**src/rtl/imem_loader.sv**
```systemverilog
// Purpose : boot loader; streams a big-endian image into program memory, then releases the core.
// Latency : a word is written one cycle after its 4th byte; the core is released 2 edges after the final byte.
// Backpress: o_ready is high only while header/data/checksum bytes are expected; it is low in FINISH, DONE and ERROR.
//
// Ports:
//   i_clk, i_rst_n (async, active-low), i_restart (sync abort/reload)
//   i_valid/i_data/o_ready : byte stream in, valid/ready handshake
//   o_we/o_waddr/o_wdata   : program-memory write port (one strobe per word)
//   o_cpu_rst_n/o_done/o_error : core reset and load status (all registered)
//
// Optional feature: define IMEM_LOADER_CHECKSUM_EN to expect a trailing XOR byte
// that covers the header and data bytes. The loader releases the core only when that byte matches.
module imem_loader #(
    parameter int ADDR_WIDTH = 8
) (
    input  logic                  i_clk,
    input  logic                  i_rst_n,
    input  logic                  i_restart,
    input  logic                  i_valid,
    input  logic [7:0]            i_data,
    output logic                  o_ready,
    output logic                  o_we,
    output logic [ADDR_WIDTH-1:0] o_waddr,
    output logic [31:0]           o_wdata,
    output logic                  o_cpu_rst_n,
    output logic                  o_done,
    output logic                  o_error
);

`ifdef IMEM_LOADER_CHECKSUM_EN
    typedef enum logic [2:0] {
        S_CNT_HI, S_CNT_LO, S_DATA, S_CHECK, S_FINISH, S_DONE, S_ERROR
    } state_t;
    // After the last word (or an empty image), the checksum byte is still outstanding.
    localparam state_t S_TAIL = S_CHECK;
`else
    typedef enum logic [2:0] {
        S_CNT_HI, S_CNT_LO, S_DATA, S_FINISH, S_DONE, S_ERROR
    } state_t;
    localparam state_t S_TAIL = S_FINISH;
`endif

    // The header is 16 bits. It is held 17 bits wide so that a full-capacity image (2^ADDR_WIDTH) compares exactly.
    localparam logic [16:0]         CAPACITY = 17'd1 << ADDR_WIDTH;
    localparam logic [ADDR_WIDTH:0] ONE      = 1;

    state_t                state, state_next;
    logic [7:0]            n_hi;
    logic [ADDR_WIDTH:0]   n_words;
    logic [ADDR_WIDTH:0]   word_idx;
    logic [ADDR_WIDTH:0]   word_idx_inc;
    logic [1:0]            byte_cnt;
    logic [23:0]           asm_reg;     // the first three bytes of a word; the 4th byte goes straight to o_wdata
    logic [16:0]           hdr_n;
    logic                  xfer;
    logic                  last_word;
`ifdef IMEM_LOADER_CHECKSUM_EN
    logic [7:0]            xor_acc;
`endif

    assign xfer         = i_valid && o_ready;
    assign hdr_n        = {1'b0, n_hi, i_data};
    assign word_idx_inc = word_idx + ONE;
    assign last_word    = (word_idx_inc == n_words);

    // State register
    always_ff @(posedge i_clk or negedge i_rst_n) begin
        if (!i_rst_n) begin
            state <= S_CNT_HI;
        end else begin
            state <= state_next;
        end
    end

    // Next-state logic. A restart has priority over any byte offered in the same cycle.
    always_comb begin
        state_next = state;
        if (i_restart) begin
            state_next = S_CNT_HI;
        end else begin
            case (state)
                S_CNT_HI: if (xfer) state_next = S_CNT_LO;
                S_CNT_LO: begin
                    if (xfer) begin
                        if (hdr_n > CAPACITY) begin
                            state_next = S_ERROR;
                        end else if (hdr_n == 17'd0) begin
                            state_next = S_TAIL;
                        end else begin
                            state_next = S_DATA;
                        end
                    end
                end
                S_DATA: if (xfer && byte_cnt == 2'd3 && last_word) state_next = S_TAIL;
`ifdef IMEM_LOADER_CHECKSUM_EN
                S_CHECK: if (xfer) state_next = (i_data == xor_acc) ? S_FINISH : S_ERROR;
`endif
                S_FINISH: state_next = S_DONE;
                S_DONE:   state_next = S_DONE;
                S_ERROR:  state_next = S_ERROR;
                default:  state_next = S_CNT_HI;
            endcase
        end
    end

    // Output logic: ready is a pure decode of the state and does not depend on i_valid.
    always_comb begin
        o_ready = 1'b0;
        case (state)
            S_CNT_HI, S_CNT_LO, S_DATA: o_ready = 1'b1;
`ifdef IMEM_LOADER_CHECKSUM_EN
            S_CHECK:                    o_ready = 1'b1;
`endif
            default:                    o_ready = 1'b0;
        endcase
    end

    // Datapath and registered status outputs
    always_ff @(posedge i_clk or negedge i_rst_n) begin
        if (!i_rst_n) begin
            n_hi        <= '0;
            n_words     <= '0;
            word_idx    <= '0;
            byte_cnt    <= '0;
            asm_reg     <= '0;
            o_we        <= 1'b0;
            o_waddr     <= '0;
            o_wdata     <= '0;
            o_cpu_rst_n <= 1'b0;
            o_done      <= 1'b0;
            o_error     <= 1'b0;
        end else if (i_restart) begin
            // Abort everything, including a partially assembled word, so no partial write can occur.
            n_hi        <= '0;
            n_words     <= '0;
            word_idx    <= '0;
            byte_cnt    <= '0;
            asm_reg     <= '0;
            o_we        <= 1'b0;
            o_waddr     <= '0;
            o_wdata     <= '0;
            o_cpu_rst_n <= 1'b0;
            o_done      <= 1'b0;
            o_error     <= 1'b0;
        end else begin
            o_we <= 1'b0;
            case (state)
                S_CNT_HI: if (xfer) n_hi <= i_data;
                // An oversize count is truncated here, but it never matters because the loader goes to ERROR.
                S_CNT_LO: if (xfer) n_words <= hdr_n[ADDR_WIDTH:0];
                S_DATA: begin
                    if (xfer) begin
                        byte_cnt <= byte_cnt + 2'd1;
                        asm_reg  <= {asm_reg[15:0], i_data};
                        if (byte_cnt == 2'd3) begin
                            o_we     <= 1'b1;
                            o_wdata  <= {asm_reg, i_data};
                            o_waddr  <= word_idx[ADDR_WIDTH-1:0];
                            word_idx <= word_idx_inc;
                        end
                    end
                end
                default: ;
            endcase
            // The status outputs are registered from the next state, so they change on the edge that enters DONE or ERROR.
            o_cpu_rst_n <= (state_next == S_DONE);
            o_done      <= (state_next == S_DONE);
            o_error     <= (state_next == S_ERROR);
        end
    end

`ifdef IMEM_LOADER_CHECKSUM_EN
    // The running XOR covers both header bytes and all data bytes, but not the checksum byte itself.
    always_ff @(posedge i_clk or negedge i_rst_n) begin
        if (!i_rst_n) begin
            xor_acc <= '0;
        end else if (i_restart) begin
            xor_acc <= '0;
        end else if (xfer && (state == S_CNT_HI || state == S_CNT_LO || state == S_DATA)) begin
            xor_acc <= xor_acc ^ i_data;
        end
    end
`endif

endmodule

```
**config.mk**
```make
export PLATFORM = sky130hd
export DESIGN_NAME = imem_loader
export DESIGN_NICKNAME = d
export VERILOG_FILES = /design/src/rtl/imem_loader.sv
export SDC_FILE = /design/constraint.sdc
export NUM_CORES = 1
export LEC_CHECK = 0
export ABC_AREA = 0
export CORE_MARGIN = 5
export CORE_UTILIZATION = 50
export DETAILED_ROUTE_END_ITERATION = 10
export PLACE_DENSITY = 0.77
export SLEW_MARGIN = 10
export SYNTH_ARGS = -nofsm -noshare
export SYNTH_HDL_FRONTEND = slang
export SYNTH_SLANG_ARGS = --single-unit
```
**constraint.sdc**
```tcl
create_clock -name i_clk -period 2.3 [get_ports i_clk]
set_clock_uncertainty 0.15 [all_clocks]
set_input_delay 0.46 -clock i_clk [delete_from_list [all_inputs] [get_ports i_clk]]
set_output_delay 0.46 -clock i_clk [all_outputs]
set_load 0.05 [all_outputs]
```
==> metrics.cfg <==
[final_layout]
final_area_um2 = 5310
largest_reg_flops = 32
final_nets = 561
fillCellCount = 714
syn2layout_area_growth_pct = 23.4
drive_gt1_frac = 0.101
insertedDiodeCount = 0

[outcome]
outcome = completed

[pwr]
irDropWorstVdd_uv = 285
swShare = 0.274
pwr-share-comb = 0.097
clkPwrFrac = 0.338
power.switching_w = 0.000860
p_seq_frac = 0.565
p_int_w = 0.00228
power.density_nw_per_um2 = 591
p_leak_nw = 2.24

[synth]
synthFlopType = dfrtp_1
synth_area_um2 = 4310
ys_top_cells_by_count = nand2_1, dfrtp_1, a21oi_1
ys_seq_area_frac = 0.570
synthCells = 482
synth_nets = 496
yosysTopAreaCell = dfrtp_1
ys_types = 36
ys_warn_count = 0
synth_edf_count = 0
syn_avg_cell_area_um2 = 8.93
async_flop_share = 1.00
synth_most_common_cell = nand2_1
synth_area_leaders = dfrtp_1, nand2_1, a21oi_1
ys_ff_latch = 98
synth_top_area_frac = 0.570

[setup_path]
cp_cell_sequence = clkdlybuf4s50_1
worstPathMaxFanout = 2
crit_path_start = o_wdata[24]
endpoint_kind = output pin
cp.arrival_ns = 1.57
required_ns = 1.69
crit_path_top_delay_cell = clkdlybuf4s50_1
crit_family = buffers and inverters
start_kind = register
critical_path.max_stage_delay_ns = 0.81
critPathBufInv = 1
crit-reg2reg-launch = n_hi[5]
worstSetupPathType = register to output pin

[grt]
grt_pass1_wl_um = 16400
first_global_vias = 3413
grt_max_degree = 44
grt_antenna_before_repair = 0
overflow = 0
grt_usage = 0.196

[cts]
cts_max_path_buffers = 2
cts_tree = yes
cts_buffers = 9
root_buffer = clkbuf_8
clkSinkCount = 98
cts_setup_buffers = 0
cts.clk_slew.worst_paths_ns = 0.11
cts.htree.levels = 3
clock_latency_ns = 0.37

[die]
core-area_um2 = 8300
initial_core_util = 0.519
rows = 33
ioPinCount = 57
dieArea_um2 = 10600
die-height_um = 103
fp.dieW_um = 103

[timing]
min_period_over_period = 0.947
tns_ns = 0
rsz0062_at_grt = no
setup_ws_ns = 0.122
fmax_mhz = 459
slew_violations = 0
fin_crit_ns = 2.18
worstMarginPinSlew_ns = 0.570
setup_violations = 0
hold-worst-slack_ns = 0.210
hold_violations = 0
slew-limit-headroom = 0.620

[placed_design]
dp_slack_ns = -0.203
dpl-instance-area_um2 = 5110
dp_hpwl_um = 6910
gp_congestion = 0.852
io_buffers = 56

[hold_path]
hp-class = input port to register
min_from = i_restart

[drt]
drt_first_pass_iters = 5
drtIter0Drc = 171
avgRoutedWirePerCell_um = 14.8
route.vias.total = 3532
antenna_left = 0
viasPerCell = 5.38
wl_um = 9750
drc = 0

[flow_run]
max_cap_violations = 0

metrics by stage:
step	std cells	util	total power [W]
after floorplan	482	-	0.00196
after global placement	640	0.615	0.00210
after detailed placement	640	0.615	0.00211
after CTS	657	0.639	0.00315
after global routing	657	0.640	0.00326
final	657	0.640	0.00314
power by group through the flow:
| stage | Combinational [W] | Sequential (W) | Clock [W] |
|---|---|---|---|
| finish | 0.000304 | 0.00178 | 0.00106 |
| CTS | 0.000301 | 0.00178 | 0.00107 |
| detailed placement | 0.000298 | 0.00181 | 0 |
| global placement | 0.000288 | 0.00181 | 0 |
| floorplan | 0.000154 | 0.00181 | 0 |
| global route | 0.000334 | 0.00178 | 0.00115 |
final timing paths:
path / to / slack [ns] / depth (start not counted)
setup / recovery: o_wdata[24] / 0.12 / 1
hold / removal: n_hi[0] / 0.21 / 2
setup reg to reg: state[0] / 0.16 / 6
hold reg to reg: o_wdata[29] / 0.37 / 2
max in group asynchronous: o_wdata[30] / 0.98 / 3
min in group asynchronous: o_wdata[8] / 0.46 / 2
layout by cell type, fill, tap and decap left out, types with 3 or more instances in the layout:
cell and n:
nor2_1 16, nor3_1 4, buf_4 29, xnor2_1 15, buf_12 4, clkdlybuf4s50_1 53, nand2_1 176, clkbuf_8 9
o21ai_0 3, a21oi_1 88, nand4_1 3, inv_1 4, xor2_1 8, nand3_1 7, dfrtp_1 98
final cells by class:
type | instances | area (um2) | share of cell area
Clock buffer | 9 | 124 | 0.0233
Tap cell | 105 | 131 | 0.0247
Sequential cell | 98 | 2450 | 0.462
Clock inverter | 7 | 61.3 | 0.0115
Timing Repair Buffer | 88 | 843 | 0.159
Multi-Input combinational cell | 346 | 1690 | 0.317
Inverter | 4 | 15.0 | 0.00283
cells by family after synthesis:
family          share of synthesized area
buf+inv                            0.0413
fa+ha+maj                         0.00581
xor+xnor                           0.0468
compound gates                      0.123
simple gates                        0.211
mux                               0.00232
flops                               0.570
layer usage:
| metal | part of all wire | track usage | wire [um] |
|---|---|---|---|
| met1 | 0.44 | 0.280 | 4320 |
| met2 | 0.48 | 0.305 | 4670 |
| met3 | 0.062 | 0.0386 | 609 |
| met4 | 0.016 | 0.0627 | 157 |
| met5 | 0 | 0 | 0 |
what timing repair did:
| action | CTS | global route |
|---|---|---|
| hold endpoints to repair | 41 | 0 |
| gates resized for setup | 0 | 1 |
| hold buffers | 1 | 0 |
| endpoints found under the setup margin | 0 | 1 |
(Power assumes the default switching activity.)
